File: config.mk
export PLATFORM = sky130hd
export DESIGN_NAME = control_sequencer
export DESIGN_NICKNAME = d
export VERILOG_FILES = /design/src/rtl/cpu_ctrl_pkg.sv /design/src/rtl/ctrl_decode.sv /design/src/rtl/control_sequencer.sv
export SDC_FILE = /design/constraint.sdc
export NUM_CORES = 1
export LEC_CHECK = 0
export ABC_AREA = 0
export CAP_MARGIN = 25
export CELL_PAD_IN_SITES_DETAIL_PLACEMENT = 1
export CELL_PAD_IN_SITES_GLOBAL_PLACEMENT = 1
export CORE_UTILIZATION = 21
export CTS_BUF_LIST = sky130_fd_sc_hd__clkbuf_4 sky130_fd_sc_hd__clkbuf_8
export CTS_CLUSTER_SIZE = 16
export DETAILED_ROUTE_END_ITERATION = 7
export PLACE_DENSITY_LB_ADDON = 0.1
export SLEW_MARGIN = 20
export SYNTH_ARGS = -nofsm -noshare
export SYNTH_HDL_FRONTEND = slang
export SYNTH_SLANG_ARGS = --single-unit
File: constraint.sdc
create_clock -name clk -period 1.4 [get_ports clk]
set_input_delay 0.21 -clock clk [delete_from_list [all_inputs] [get_ports clk]]
set_output_delay 0.21 -clock clk [all_outputs]
set_load 0.01 [all_outputs]
File: src/rtl/cpu_ctrl_pkg.sv
// Shared opcode constants, FSM state encoding and IR field positions for control_sequencer.
// Optional MUL/DIV support is enabled in the design files with `define CTRL_SEQ_MULDIV_EN.
package cpu_ctrl_pkg;

  localparam int OPC_W = 5;
  localparam int RIDX_W = 4;

  localparam int OPC_HI = 31;
  localparam int OPC_LO = 27;
  localparam int RA_HI  = 26;
  localparam int RA_LO  = 23;
  localparam int RB_HI  = 22;
  localparam int RB_LO  = 19;
  localparam int RC_HI  = 18;
  localparam int RC_LO  = 15;

  localparam logic [OPC_W-1:0] OP_ADD = 5'b00011;
  localparam logic [OPC_W-1:0] OP_SUB = 5'b00100;
  localparam logic [OPC_W-1:0] OP_SHR = 5'b00101;
  localparam logic [OPC_W-1:0] OP_SHL = 5'b00110;
  localparam logic [OPC_W-1:0] OP_ROR = 5'b00111;
  localparam logic [OPC_W-1:0] OP_ROL = 5'b01000;
  localparam logic [OPC_W-1:0] OP_AND = 5'b01001;
  localparam logic [OPC_W-1:0] OP_OR  = 5'b01010;
  localparam logic [OPC_W-1:0] OP_MUL = 5'b01110;
  localparam logic [OPC_W-1:0] OP_DIV = 5'b01111;
  localparam logic [OPC_W-1:0] OP_NEG = 5'b10000;
  localparam logic [OPC_W-1:0] OP_NOT = 5'b10001;
  localparam logic [OPC_W-1:0] OP_INC = 5'b11111;

  typedef enum logic [2:0] {
    IDLE = 3'd0,
    T0   = 3'd1,
    T1   = 3'd2,
    T2   = 3'd3,
    T3   = 3'd4,
    T4   = 3'd5,
    T5   = 3'd6,
    T6   = 3'd7
  } state_t;

  typedef enum logic [1:0] {
    CLS_ILLEGAL = 2'd0,
    CLS_UNARY   = 2'd1,
    CLS_BINARY  = 2'd2,
    CLS_MULDIV  = 2'd3
  } op_class_t;

endpackage

File: src/rtl/ctrl_decode.sv
// Combinational instruction decode: IR -> operation class, ALU op and register fields.
// MUL/DIV are recognised only when CTRL_SEQ_MULDIV_EN is defined; otherwise they decode as illegal.
module ctrl_decode
  import cpu_ctrl_pkg::*;
#(
  parameter int DATA_W   = 32,
  parameter int NUM_REGS = 16
) (
  input  logic [DATA_W-1:0] ir,
  output op_class_t         op_class,
  output logic [OPC_W-1:0]  alu_op,
  output logic [RIDX_W-1:0] ra,
  output logic [RIDX_W-1:0] rb,
  output logic [RIDX_W-1:0] rc
);

  logic [OPC_W-1:0] opc_s;
  op_class_t        cls_s;
  logic             range_bad_s;
  logic             unused_ir_bits;

  assign opc_s = ir[OPC_HI:OPC_LO];
  assign ra    = ir[RA_HI:RA_LO];
  assign rb    = ir[RB_HI:RB_LO];
  assign rc    = ir[RC_HI:RC_LO];
  assign unused_ir_bits = ^ir[RC_LO-1:0];

  // Opcode classification; Rc only matters for two-operand forms.
  always_comb begin
    cls_s = CLS_ILLEGAL;
    case (opc_s)
      OP_ADD, OP_SUB, OP_SHR, OP_SHL,
      OP_ROR, OP_ROL, OP_AND, OP_OR:  cls_s = CLS_BINARY;
      OP_NEG, OP_NOT:                 cls_s = CLS_UNARY;
`ifdef CTRL_SEQ_MULDIV_EN
      OP_MUL, OP_DIV:                 cls_s = CLS_MULDIV;
`endif
      default:                        cls_s = CLS_ILLEGAL;
    endcase
  end

  // Register fields wider than the register file force an illegal decode.
  always_comb begin
    range_bad_s = 1'b0;
    if ((int'(ra) >= NUM_REGS) || (int'(rb) >= NUM_REGS)) begin
      range_bad_s = 1'b1;
    end else if ((cls_s != CLS_UNARY) && (int'(rc) >= NUM_REGS)) begin
      range_bad_s = 1'b1;
    end else begin
      range_bad_s = 1'b0;
    end
  end

  // Final class and ALU op; illegal instructions never carry an ALU op.
  always_comb begin
    if (range_bad_s || (cls_s == CLS_ILLEGAL)) begin
      op_class = CLS_ILLEGAL;
      alu_op   = '0;
    end else begin
      op_class = cls_s;
      alu_op   = opc_s;
    end
  end

endmodule

File: src/rtl/control_sequencer.sv
// Hardwired fetch/execute step sequencer for the 32-bit datapath (T0..T5, T6 for MUL/DIV).
// Define CTRL_SEQ_MULDIV_EN to build the MUL/DIV path (LO/HI loads and state T6).
module control_sequencer
  import cpu_ctrl_pkg::*;
#(
  parameter int DATA_W   = 32,
  parameter int NUM_REGS = 16,
  parameter int OP_W     = 5
) (
  input  logic                clk,
  input  logic                clr,
  input  logic                start,
  input  logic                mem_rdy,
  input  logic [DATA_W-1:0]   ir_in,
  output logic                pc_out,
  output logic                mdr_out,
  output logic                zlow_out,
  output logic                zhigh_out,
  output logic [NUM_REGS-1:0] reg_out,
  output logic [NUM_REGS-1:0] reg_in,
  output logic                mar_in,
  output logic                pc_in,
  output logic                mdr_in,
  output logic                ir_in_en,
  output logic                y_in,
  output logic                z_in,
  output logic                inc_pc,
  output logic                read,
  output logic                lo_in,
  output logic                hi_in,
  output logic [OP_W-1:0]     alu_op,
  output logic                busy,
  output logic                done,
  output logic                illegal_op
);

  localparam logic [NUM_REGS-1:0] ONE_HOT0 = NUM_REGS'(1);

  state_t            state_r;
  logic              t1_first_r;
  op_class_t         cls_r;
  logic [OPC_W-1:0]  alu_r;
  logic [RIDX_W-1:0] ra_r;
  logic [RIDX_W-1:0] rc_r;

  op_class_t         dec_class_s;
  logic [OPC_W-1:0]  dec_alu_s;
  logic [RIDX_W-1:0] dec_ra_s;
  logic [RIDX_W-1:0] dec_rb_s;
  logic [RIDX_W-1:0] dec_rc_s;

  ctrl_decode #(
    .DATA_W   (DATA_W),
    .NUM_REGS (NUM_REGS)
  ) u_decode (
    .ir       (ir_in),
    .op_class (dec_class_s),
    .alu_op   (dec_alu_s),
    .ra       (dec_ra_s),
    .rb       (dec_rb_s),
    .rc       (dec_rc_s)
  );

  // State sequencing; the decode is captured in T3 because IR only becomes valid there.
  always_ff @(posedge clk) begin
    if (clr) begin
      state_r    <= IDLE;
      t1_first_r <= 1'b0;
      cls_r      <= CLS_ILLEGAL;
      alu_r      <= '0;
      ra_r       <= '0;
      rc_r       <= '0;
    end else begin
      case (state_r)
        IDLE: if (start) state_r <= T0;
        T0: begin
          state_r    <= T1;
          t1_first_r <= 1'b1;
        end
        T1: begin
          t1_first_r <= 1'b0;
          if (mem_rdy) state_r <= T2;
        end
        T2: state_r <= T3;
        T3: begin
          cls_r <= dec_class_s;
          alu_r <= dec_alu_s;
          ra_r  <= dec_ra_s;
          rc_r  <= dec_rc_s;
          case (dec_class_s)
            CLS_UNARY:             state_r <= T5;
            CLS_BINARY, CLS_MULDIV: state_r <= T4;
            default:               state_r <= IDLE;
          endcase
        end
        T4: state_r <= T5;
`ifdef CTRL_SEQ_MULDIV_EN
        T5: state_r <= (cls_r == CLS_MULDIV) ? T6 : IDLE;
        T6: state_r <= IDLE;
`else
        T5: state_r <= IDLE;
`endif
        default: state_r <= IDLE;
      endcase
    end
  end

  // Control decode of the current step; T3 looks at the live IR decode.
  always_comb begin
    pc_out     = 1'b0;
    mdr_out    = 1'b0;
    zlow_out   = 1'b0;
    zhigh_out  = 1'b0;
    reg_out    = '0;
    reg_in     = '0;
    mar_in     = 1'b0;
    pc_in      = 1'b0;
    mdr_in     = 1'b0;
    ir_in_en   = 1'b0;
    y_in       = 1'b0;
    z_in       = 1'b0;
    inc_pc     = 1'b0;
    read       = 1'b0;
    lo_in      = 1'b0;
    hi_in      = 1'b0;
    alu_op     = '0;
    busy       = (state_r != IDLE);
    done       = 1'b0;
    illegal_op = 1'b0;
    case (state_r)
      T0: begin
        pc_out = 1'b1;
        mar_in = 1'b1;
        inc_pc = 1'b1;
        z_in   = 1'b1;
        alu_op = OP_W'(OP_INC);
      end
      T1: begin
        read     = 1'b1;
        mdr_in   = 1'b1;
        zlow_out = t1_first_r;
        pc_in    = t1_first_r;
      end
      T2: begin
        mdr_out  = 1'b1;
        ir_in_en = 1'b1;
      end
      T3: begin
        case (dec_class_s)
          CLS_UNARY: begin
            reg_out = ONE_HOT0 << dec_rb_s;
            z_in    = 1'b1;
            alu_op  = OP_W'(dec_alu_s);
          end
          CLS_BINARY, CLS_MULDIV: begin
            reg_out = ONE_HOT0 << dec_rb_s;
            y_in    = 1'b1;
          end
          default: illegal_op = 1'b1;
        endcase
      end
      T4: begin
        reg_out = ONE_HOT0 << rc_r;
        z_in    = 1'b1;
        alu_op  = OP_W'(alu_r);
      end
      T5: begin
        zlow_out = 1'b1;
`ifdef CTRL_SEQ_MULDIV_EN
        if (cls_r == CLS_MULDIV) begin
          lo_in = 1'b1;
        end else begin
          reg_in = ONE_HOT0 << ra_r;
          done   = 1'b1;
        end
`else
        reg_in = ONE_HOT0 << ra_r;
        done   = 1'b1;
`endif
      end
`ifdef CTRL_SEQ_MULDIV_EN
      T6: begin
        zhigh_out = 1'b1;
        hi_in     = 1'b1;
        done      = 1'b1;
      end
`endif
      default: busy = (state_r != IDLE);
    endcase
  end

endmodule

==> summary.txt, run 1 <==
Run status
  – Status: finished with violations
  – Violated checks: setup timing

Pwr
  – Fraction of power spent switching nets: 0.337
  – Part of the total power dissipated in combinational logic: 0.470
  – Part of the power in the clock network: 0.227
  – Leakage: 1.42 nW
  – Reg power frac: 0.303
  – Sw power: 592 uW
  – Int Power: 1.16 mW
  – Worst-case vdd ir drop: 0.301 mV
  – Cell area power density: 531 nW/um^2

Floorplanning
  – Effective utilization at floorplan: 0.221
  – Overall die area: 6610 sq um
  – Area of the core: 5990 sq um
  – Width of the die: 81.3 microns
  – Std cell rows: 28
  – Top Ports: 90
  – Height of the die: 81.3 microns

Timing
  – Worst clock skew on the final layout: 0.00608 ns
  – Final hold vios: 0
  – Crit path setup slack, layout: -0.558 ns
  – Portion of the clock cycle consumed by the worst path in the final layout: 1.40
  – Maximum clock frequency: 511 MHz
  – Worst hold slack across all endpoints: 0.270 ns
  – Count of endpoints failing setup in the final report: 68
  – RSZ-0062 raised after global routing: yes
  – Max Slew Vio Count: 0
  – Final critical delay including setup and external delays: 1.96 ns

Placement
  – IO buf count: 71
  – Post-DP HPWL: 4.15 mm
  – Worst setup timing slack at the placement stage: -1.09 ns
  – RD Place Congestion: 0.810

Detailed routing
  – Number of remaining DRC errors: 0
  – Violation count after the first detailed-route iteration: 70
  – WL met2: 4.13 mm
  – Average wire length per cell after detail routing: 17.8 microns
  – Post-DR vias/cell: 4.72
  – Highest routing layer actually used: met4
  – Number of iterations in the first detailed-routing pass: 4
  – Post-Route WL: 7.63 mm
  – Remaining number of nets flagged by the antenna check after routing: 0
  – Met3 WL: 215 microns
  – Detailed-routing wirelength on met1: 3.27 mm
  – Routed via count: 2027

Yosys
  – Synthesized instance count: 203
  – Synth top area share: 0.258
  – Number of flops mapped to enable cells by yosys: 0
  – Netlist cell types: 37
  – Post-synthesis instance area: 1320 sq um
  – Share of flip-flops with an asynchronous set or reset after synthesis: 0
  – Ys flop type: dfxtp_1
  – Proportion of synthesized chip area in sequential cells: 0.258
  – Yosys warning total: 0
  – Syn Area/Cell: 6.51 sq um
  – Biggest area consumer among synthesized cells: dfxtp_1
  – Flip-flop and latch count after synthesis: 17
  – Cell types with the largest area share after synthesis: dfxtp_1, nand2_1, a21oi_1

Setup path
  – Classification of the worst setup path: reg2out
  – Maximum fanout along the worst path: 4
  – Critical Path, Cell by Cell: buf_6 -> nand3b_1 -> buf_6 -> inv_4 -> nand3b_1 -> buf_4 -> buf_6 -> nor2_4 -> buf_6
  – Kind of launch point of the worst setup path: flip-flop
  – Data arrival time of the critical path: 1.75 ns
  – Type of destination of the critical path: primary output
  – Slowest stage delay, CP: 0.36 ns
  – Crit-path slowest cell: dfxtp_4
  – Cell repeated most along the worst path: buf_6
  – Critical path required time: 1.19 ns

GRT
  – Vias in the first global route: 2025
  – Wire length of the first global-routing pass: 9.87 mm
  – GRT Util Overall: 0.197
  – Pin count of the biggest net entering global routing: 17
  – Number of antenna violations at the first check in global routing: 0
  – Total gr overflow: 0

Finish
  – Area overhead of the layout relative to synthesis: 150%
  – Fillers: 715
  – N_diodes: 0
  – Number of nets in the layout: 391
  – Commonest non-fill, non-tap cells in the layout: buf_6, buf_4, buf_2
  – Leading cell type in the layout, fill and taps excluded: buf_6
  – Layout cells sized above 1: 0.686

Flow run
  – Count of max-cap constraint violations: 0

Clocking
  – CTS Hold Bufs: 0
  – Clock-pin slew reported for the worst setup and hold paths after clock tree synthesis: 0.08 ns
  – Total clock buffers created by CTS: 3
  – Root buffer cell: clkbuf_8
  – Count of H-tree levels built during CTS: 1
  – Buffer levels on the longest clock path: 2
  – Clock tree from TritonCTS: yes
  – Source-to-sink clock delay at the later pin of the worst-skew pair: 0.26 ns
  – Number of clock sinks: 17

Hold path
  – Min-delay worst type: in2reg
==> per-layer routing <==
metal  vias to the layer above  global-route usage
li1                        999                   -
met1                       989               0.225
met2                        37               0.386
met3                         2              0.0315
met4                         0              0.0232
met5                         -                   0
==> registers in the layout, summed over array words and instances (netlist names) <==
register,cells
alu_r,5
ra_r,4
rc_r,4
state_r,3
t1_first_r,1
==> final timing paths <==
kind              start    endpoint  slack [ns]  cells after the start
max          state_r[0]  reg_in[10]       -0.56                      9
min           ir_in[29]    alu_r[2]        0.27                      3
max reg2reg  state_r[2]  state_r[2]       -0.51                      8
min reg2reg    alu_r[3]    alu_r[3]        0.49                      2
==> worst max-delay path, delay by kind of cell, from the launching register on <==
kind                   cells  cell delay, ns
buffers and inverters      6            0.72
AND/OR/NAND/NOR            3            0.41
flip-flops                 1            0.36
==> cell usage after synthesis, drive strengths merged (5+ instances only) <==
cell type	instances
nor2b	5
nand2	38
nor2	23
nor3	6
nand2b	6
o21ai	8
nand3b	6
dfxtp	17
nand3	10
inv	10
o22ai	12
buf	13
a21oi	21
==> power groups by stage <==
stage / Sequential [mW] / Clock [mW] / Combinational [mW]
CTS: 0.529 / 0.399 / 0.609
global route: 0.534 / 0.433 / 0.875
floorplan: 0.533 / 0 / 0.232
detailed placement: 0.535 / 0 / 0.545
finish: 0.532 / 0.399 / 0.826
global placement: 0.534 / 0 / 0.542
==> area by class of cell <==
class / count / area (sq um) / area share
Tap cell: 75 / 93.8 / 0.0284
Multi-Input combinational cell: 162 / 1340 / 0.404
Clock buffer: 3 / 41.3 / 0.0125
Clock inverter: 1 / 5.00 / 0.00151
Sequential cell: 17 / 349 / 0.106
Timing Repair Buffer: 161 / 1430 / 0.434
Inverter: 10 / 47.5 / 0.0144
==> cell families (layout without fill, tap and decap cells) <==
logic type,after synthesis,after routing,synth area share
buf+inv,26,175,0.102
compound gates,47,47,0.207
other cells,1,3,0.00284
flops,17,17,0.258
simple gates,111,111,0.423
xor+xnor,1,1,0.00663
==> timing repair <==
action | 4_1_cts | 5_1_grt
gates resized for setup | 276 | 119
endpoints found under the setup margin | 66 | 66
pin swaps | 37 | 33
setup buffers | 24 | 23
gates cloned | 1 | 2
hold endpoints to repair | 0 | 0
==> per-stage QoR <==
stage / total power [mW] / setup TNS (ns) / cell area [sq um] / instances / utilization
after floorplan: 0.764 / -0.804 / 1380 / 205 / -
after detailed placement: 1.08 / -35.00 / 2430 / 380 / 0.406
after global routing: 1.84 / -26.96 / 3310 / 429 / 0.552
final: 1.76 / -23.26 / 3310 / 429 / 0.552
after global placement: 1.08 / -33.98 / 2430 / 380 / 0.406
after CTS: 1.54 / -18.41 / 2760 / 409 / 0.461
Note: power is estimated with default switching activity, not from simulation.
==> run 2, diff against run 1 <==
Settings changed: HOLD_SLACK_MARGIN set to 0.06, SETUP_SLACK_MARGIN set to 0.02.
==> run 2 against run 1 <==
The run still ends with setup timing left. Sequential share of layout area is 0.96 points higher. Maximum frequency is 3.1% higher. Power hardly changed. Global-route usage is 1.2 points higher. Die area stayed put. Routed wire length is 9.6% lower. Cell count is 3.3% lower. Non-clock buffer count is 15 lower. Core utilization is 4.9 points lower. Critical path type is now reg2reg.
==> summary.txt, run 2 (same netlist as run 1, synthesis figures left out) <==
Run status
  – Status: finished with violations
  – Violated checks: setup timing

Detailed routing
  – Routed via count: 1972 (-2.7%)
  – Post-DR vias/cell: 4.75 (+0.57%)
  – Number of remaining DRC errors: 0 (unchanged)
  – Violation count after the first detailed-route iteration: 56 (-20%)
  – Number of iterations in the first detailed-routing pass: 4 (unchanged)
  – Post-Route WL: 6.89 mm (-9.6%)
  – Average wire length per cell after detail routing: 16.6 microns (-6.6%)
  – Remaining number of nets flagged by the antenna check after routing: 0 (unchanged)

Timing
  – Maximum clock frequency: 526 MHz (+3.1%)
  – Max Slew Vio Count: 0 (unchanged)
  – Portion of the clock cycle consumed by the worst path in the final layout: 1.36 (-0.0416)
  – Count of endpoints failing setup in the final report: 67 (-1.5%)
  – Worst clock skew on the final layout: 0.00251 ns (-0.00357 ns)
  – Setup TNS: -18.28 ns (+4.98 ns)
  – Final hold vios: 0 (unchanged)
  – Final critical delay including setup and external delays: 1.90 ns (-0.0582 ns)
  – Crit path setup slack, layout: -0.500 ns (+0.0582 ns)
  – RSZ-0062 raised after global routing: yes

Hold path
  – Min-delay worst type: in2reg

Pwr
  – Leakage: 1.26 nW (-11%)
  – Worst-case vdd ir drop: 0.394 mV (+31%)
  – Cell area power density: 584 nW/um^2 (+9.9%)

Setup path
  – Type of destination of the critical path: flip-flop
  – Critical path required time: 1.55 ns (+0.36 ns)
  – Maximum fanout along the worst path: 4 (unchanged)
  – Classification of the worst setup path: reg2reg
  – Data arrival time of the critical path: 2.05 ns (+0.30 ns)
  – Critical Path, Cell by Cell: buf_6 -> buf_4 -> buf_6 -> buf_12 -> nand2b_4 -> buf_6 -> o211ai_1 -> o21bai_4 -> o41ai_2
  – Crit-path slowest cell: o211ai_1
  – Slowest stage delay, CP: 0.40 ns (+0.04 ns)
  – Cell repeated most along the worst path: buf_6
  – Kind of cell with the highest combined delay on the critical path: compound AO/OA/AOI/OAI gates
  – Buffering stage count on the worst path with inverters included: 5 (-1)
  – Kind of launch point of the worst setup path: flip-flop

Clocking
  – Number of clock sinks: 17 (unchanged)
  – Buffer levels on the longest clock path: 2 (unchanged)
  – Root buffer cell: clkbuf_8
  – Count of H-tree levels built during CTS: 1 (unchanged)
  – Total clock buffers created by CTS: 3 (unchanged)
  – Clock tree from TritonCTS: yes
  – Clock-pin slew reported for the worst setup and hold paths after clock tree synthesis: 0.07 ns (about the same)
  – Source-to-sink clock delay at the later pin of the worst-skew pair: 0.26 ns (about the same)
  – CTS Hold Bufs: 0 (unchanged)

Placement
  – Worst setup timing slack at the placement stage: -1.19 ns (-0.107 ns)
  – IO buf count: 71 (unchanged)
  – Cells after DPL: 387 (+1.8%)
  – RD Place Congestion: 0.847 (+4.5%)
  – Post-DP HPWL: 4.28 mm (+3.2%)

GRT
  – Number of antenna violations at the first check in global routing: 0 (unchanged)
  – Pin count of the biggest net entering global routing: 17 (unchanged)
  – Vias in the first global route: 2158 (+6.6%)
  – Wire length of the first global-routing pass: 10.6 mm (+7.0%)
  – GRT Util Overall: 0.209 (+0.0122)
  – Total gr overflow: 0 (unchanged)

Finish
  – Commonest non-fill, non-tap cells in the layout: buf_4, buf_2, buf_6
  – Top register by number of flip-flops: alu_r
  – Number of nets in the layout: 377 (-3.6%)
  – Max reg flops: 5 (unchanged)
  – Fillers: 738 (+3.2%)
  – Area overhead of the layout relative to synthesis: 128%
  – Layout cells sized above 1: 0.679 (-0.00703)
  – Post-Layout Cell Count: 415 (-3.3%)
  – Leading cell type in the layout, fill and taps excluded: buf_4
  – N_diodes: 0 (unchanged)
  – Registers with the highest flip-flop counts: alu_r: 5 flops, ra_r: 4 flops, rc_r: 4 flops

Flow run
  – Count of max-cap constraint violations: 0 (unchanged)

Floorplanning
  – Area of the core: 5990 sq um (unchanged)
  – Effective utilization at floorplan: 0.221 (unchanged)
  – Std cell rows: 28 (unchanged)
  – Width of the die: 81.3 microns (unchanged)
  – Overall die area: 6610 sq um (unchanged)
  – Top Ports: 90 (unchanged)
  – Height of the die: 81.3 microns (unchanged)
run 2: cell count changes in the layout (fill, tap and decap cells not counted), moves of 5 or more:
cell     previous run  this run
nand2_4             9         0
nand2_2             7        18
o21ai_2             6         1
buf_6              49        26
buf_4              48        55
run 2: power breakdown:
part | internal (mW) | switching, mW | total (mW) | leakage [nW]
Combinational | 0.460 | 0.355 | 0.816 | 1.10
Clock | 0.222 | 0.192 | 0.415 | 0.0262
Sequential | 0.503 | 0.0238 | 0.527 | 0.139
run 2: through the flow:
step                instance area, sq um  hold slack (ns)  total power, mW   util
CTS                                 2880            0.224             1.68  0.481
global placement                    2480            0.443             1.09  0.414
floorplan                           1370            0.346            0.764      -
detailed placement                  2480            0.452             1.09  0.414
global route                        3010            0.256             1.83  0.502
finish                              3010            0.231             1.76  0.502
run 2: path summary, 6_finish.rpt:
check | start | slack (ns) | endpoint | cells past startpoint
hold / removal | ir_in[29] | 0.23 | alu_r[2] | 3
hold reg to reg | alu_r[1] | 0.46 | alu_r[1] | 2
setup reg to reg | state_r[0] | -0.50 | state_r[2] | 9
setup / recovery | state_r[0] | -0.50 | state_r[2] | 9
run 2: area by class of cell:
type	instances	area [sq um]	share of cell area
Inverter	10	42.5	0.0141
Clock buffer	4	48.8	0.0162
Timing Repair Buffer	146	1190	0.397
Tap cell	75	93.8	0.0312
Sequential cell	17	347	0.115
Multi-Input combinational cell	163	1280	0.426
run 2: worst reg2reg max path, cell delays in order (launching register included):
cell and delay [ns]:
dfxtp_4 0.37, buf_6 0.11, buf_4 0.12, buf_6 0.12, buf_12 0.12, nand2b_4 0.14, buf_6 0.11, o211ai_1 0.40
o21bai_4 0.22, o41ai_2 0.08
run 2: layer usage:
layer  vias up  GRT usage  wire, microns
met1       960      0.235           2840
met5         -          0              0
met2        41      0.413           3790
met3         7     0.0112            186
met4         0     0.0625             80
li1        964          -              -
run 2: what timing repair did:
action / in CTS / in global routing
gates resized for setup: 339 / 27
setup endpoints to repair: 67 / 68
pin swaps: 53 / 14
setup buffers: 21 / 9
cloned: 2 / 0
==> run 3, diff against run 2 <==
Clock period 1.4 ns to 1.6 ns, I/O delays scaled along.
==> run 3 against run 2 <==
The run still ends with setup timing left. Clock skew grew 0.0057 ns. Highest routed layer unchanged. Power decreased by 25%. Combinational power decreased by 39%. Sequential power shrank 13%. Core utilization is 6.1 points lower. Via count shrank 4.7%. First-iteration DRC count decreased by 29%. Critical path depth down 3.
==> summary.txt, run 3 (same netlist as run 1, synthesis figures left out) <==
Detailed routing
  – Number of remaining DRC errors: 0 (unchanged)
  – Number of iterations in the first detailed-routing pass: 3 (-1)
  – Average wire length per cell after detail routing: 15.1 microns (-9.2%)
  – Violation count after the first detailed-route iteration: 40 (-29%)
  – Post-DR vias/cell: 4.71 (-0.84%)
  – Routed via count: 1880 (-4.7%)
  – Remaining number of nets flagged by the antenna check after routing: 0 (unchanged)
  – Post-Route WL: 6.02 mm (-13%)

Setup path
  – Crit-path slowest cell: dfxtp_4
  – Type of destination of the critical path: primary output
  – Critical path required time: 1.36 ns (-0.19 ns)
  – Classification of the worst setup path: reg2out
  – Buffering stage count on the worst path with inverters included: 2 (-3)
  – Kind of cell with the highest combined delay on the critical path: simple AND/OR/NAND/NOR gates
  – Kind of launch point of the worst setup path: flip-flop
  – Maximum fanout along the worst path: 4 (unchanged)
  – Slowest stage delay, CP: 0.37 ns (-0.03 ns)
  – Critical Path, Cell by Cell: buf_6 -> nand3b_1 -> nor2_1 -> nand2_2 -> o22ai_2 -> buf_2
  – Data arrival time of the critical path: 1.60 ns (-0.45 ns)

GRT
  – Pin count of the biggest net entering global routing: 17 (unchanged)
  – Vias in the first global route: 1897 (-12%)
  – GRT Util Overall: 0.182 (-0.0274)
  – Wire length of the first global-routing pass: 9.19 mm (-13%)
  – Number of antenna violations at the first check in global routing: 0 (unchanged)
  – Total gr overflow: 0 (unchanged)

Floorplanning
  – Top Ports: 90 (unchanged)
  – Std cell rows: 28 (unchanged)
  – Area of the core: 5990 sq um (unchanged)
  – Overall die area: 6610 sq um (unchanged)
  – Width of the die: 81.3 microns (unchanged)
  – Height of the die: 81.3 microns (unchanged)
  – Effective utilization at floorplan: 0.221 (unchanged)

Finish
  – Layout cells sized above 1: 0.559 (-0.121)
  – N_diodes: 0 (unchanged)
  – Number of nets in the layout: 361 (-4.2%)
  – Commonest non-fill, non-tap cells in the layout: buf_2, buf_4, nand2_1
  – Leading cell type in the layout, fill and taps excluded: buf_2
  – Top register by number of flip-flops: alu_r
  – Registers with the highest flip-flop counts: alu_r: 5 flops, ra_r: 4 flops, rc_r: 4 flops
  – Max reg flops: 5 (unchanged)
  – Area overhead of the layout relative to synthesis: 100%
  – Finished Core Util: 0.442 (-0.0606)
  – Fillers: 751 (+1.8%)

Hold path
  – Min-delay worst type: in2reg

Timing
  – Final hold vios: 0 (unchanged)
  – Setup TNS: -5.40 ns (+12.88 ns)
  – Final critical delay including setup and external delays: 1.84 ns
  – Worst clock skew on the final layout: 0.00816 ns (+0.00565 ns)
  – Crit path setup slack, layout: -0.239 ns (+0.260 ns)
  – Portion of the clock cycle consumed by the worst path in the final layout: 1.15
  – Maximum clock frequency: 544 MHz
  – Worst hold slack across all endpoints: 0.303 ns (+0.0711 ns)
  – Max Slew Vio Count: 0 (unchanged)
  – RSZ-0062 raised after global routing: yes
  – Count of endpoints failing setup in the final report: 33 (-51%)

Pwr
  – Cell area power density: 500 nW/um^2 (-14%)
  – Leakage: 1.14 nW (-9.7%)
  – Worst-case vdd ir drop: 0.329 mV (-17%)

Clocking
  – Number of clock sinks: 17 (unchanged)
  – Total clock buffers created by CTS: 3 (unchanged)
  – Count of H-tree levels built during CTS: 1 (unchanged)
  – Buffer levels on the longest clock path: 2 (unchanged)
  – Clock-pin slew reported for the worst setup and hold paths after clock tree synthesis: 0.08 ns (about the same)
  – CTS Hold Bufs: 0 (unchanged)
  – Clock tree from TritonCTS: yes
  – Source-to-sink clock delay at the later pin of the worst-skew pair: 0.27 ns (about the same)
  – Root buffer cell: clkbuf_8

Flow run
  – Count of max-cap constraint violations: 0 (unchanged)

Placement
  – Post-DP HPWL: 4.09 mm (-4.4%)
  – IO buf count: 71 (unchanged)
  – RD Place Congestion: 0.807 (-4.7%)

Run status
  – Violated checks: setup timing
  – Status: finished with violations
run 3: cell types whose count changed in the layout (fill, tap and decap cells not counted), moves of 3 or more:
| cell | before | now |
|---|---|---|
| nand2_2 | 18 | 6 |
| buf_2 | 43 | 47 |
| a21oi_1 | 3 | 17 |
| a21oi_2 | 18 | 3 |
| nand2_1 | 20 | 32 |
| buf_6 | 26 | 18 |
| o21ai_2 | 1 | 4 |
| o21ai_1 | 6 | 3 |
| buf_4 | 55 | 46 |
run 3: final timing paths:
path               from    endpoint  slack (ns)  cells after the start
max          state_r[1]  reg_out[7]       -0.24                      6
min           ir_in[29]    alu_r[2]        0.30                      3
max reg2reg  state_r[2]    alu_r[0]        0.08                      7
min reg2reg    alu_r[1]    alu_r[1]        0.46                      2
run 3: per-stage QoR:
stage / area (sq um) / worst slack [ns] / std cells / power (mW)
finish: 2650 / -0.239 / 399 / 1.32
global route: 2650 / -0.354 / 399 / 1.39
CTS: 2470 / -0.256 / 396 / 1.31
detailed placement: 2370 / -0.997 / 379 / 0.933
global placement: 2370 / -0.987 / 379 / 0.931
floorplan: 1330 / 0.0336 / 205 / 0.655
run 3: what timing repair did:
item | CTS | global route
gates cloned | 1 | 0
endpoints found under the setup margin | 53 | 58
pin swaps | 32 | 15
buffers inserted | 12 | 6
resized for setup | 284 | 43
run 3: layer usage:
metal,vias up,routed length [microns],share of wire,track usage
li1,935,-,-,-
met2,38,3230,0.54,0.352
met1,900,2540,0.42,0.208
met3,7,191,0.032,0.0213
met5,-,0,0,0
met4,0,57,0.0095,0.0429
run 3: cell type report:
type                    instances  area, sq um  area share
repair buffers                130          978       0.370
flip-flops and latches         17          349       0.132
clock inverters                 1         7.51     0.00284
clock buffers                   3         41.3      0.0156
multi-input cells             163         1140       0.429
well taps                      75         93.8      0.0355
inverters                      10         40.0      0.0151
run 3: power by group:
part	internal (mW)	switching, mW	leakage, nW
Clock	0.176	0.186	0.0217
Sequential	0.441	0.0193	0.139
Combinational	0.264	0.236	0.977
run 3: worst register-to-register path, delay by kind of cell, from the launching register on:
| family | cells | cell delay, ns |
|---|---|---|
| AND/OR/NAND/NOR | 2 | 0.46 |
| buffers and inverters | 4 | 0.49 |
| flip-flops | 1 | 0.36 |
| AO/OA/AOI/OAI | 1 | 0.09 |
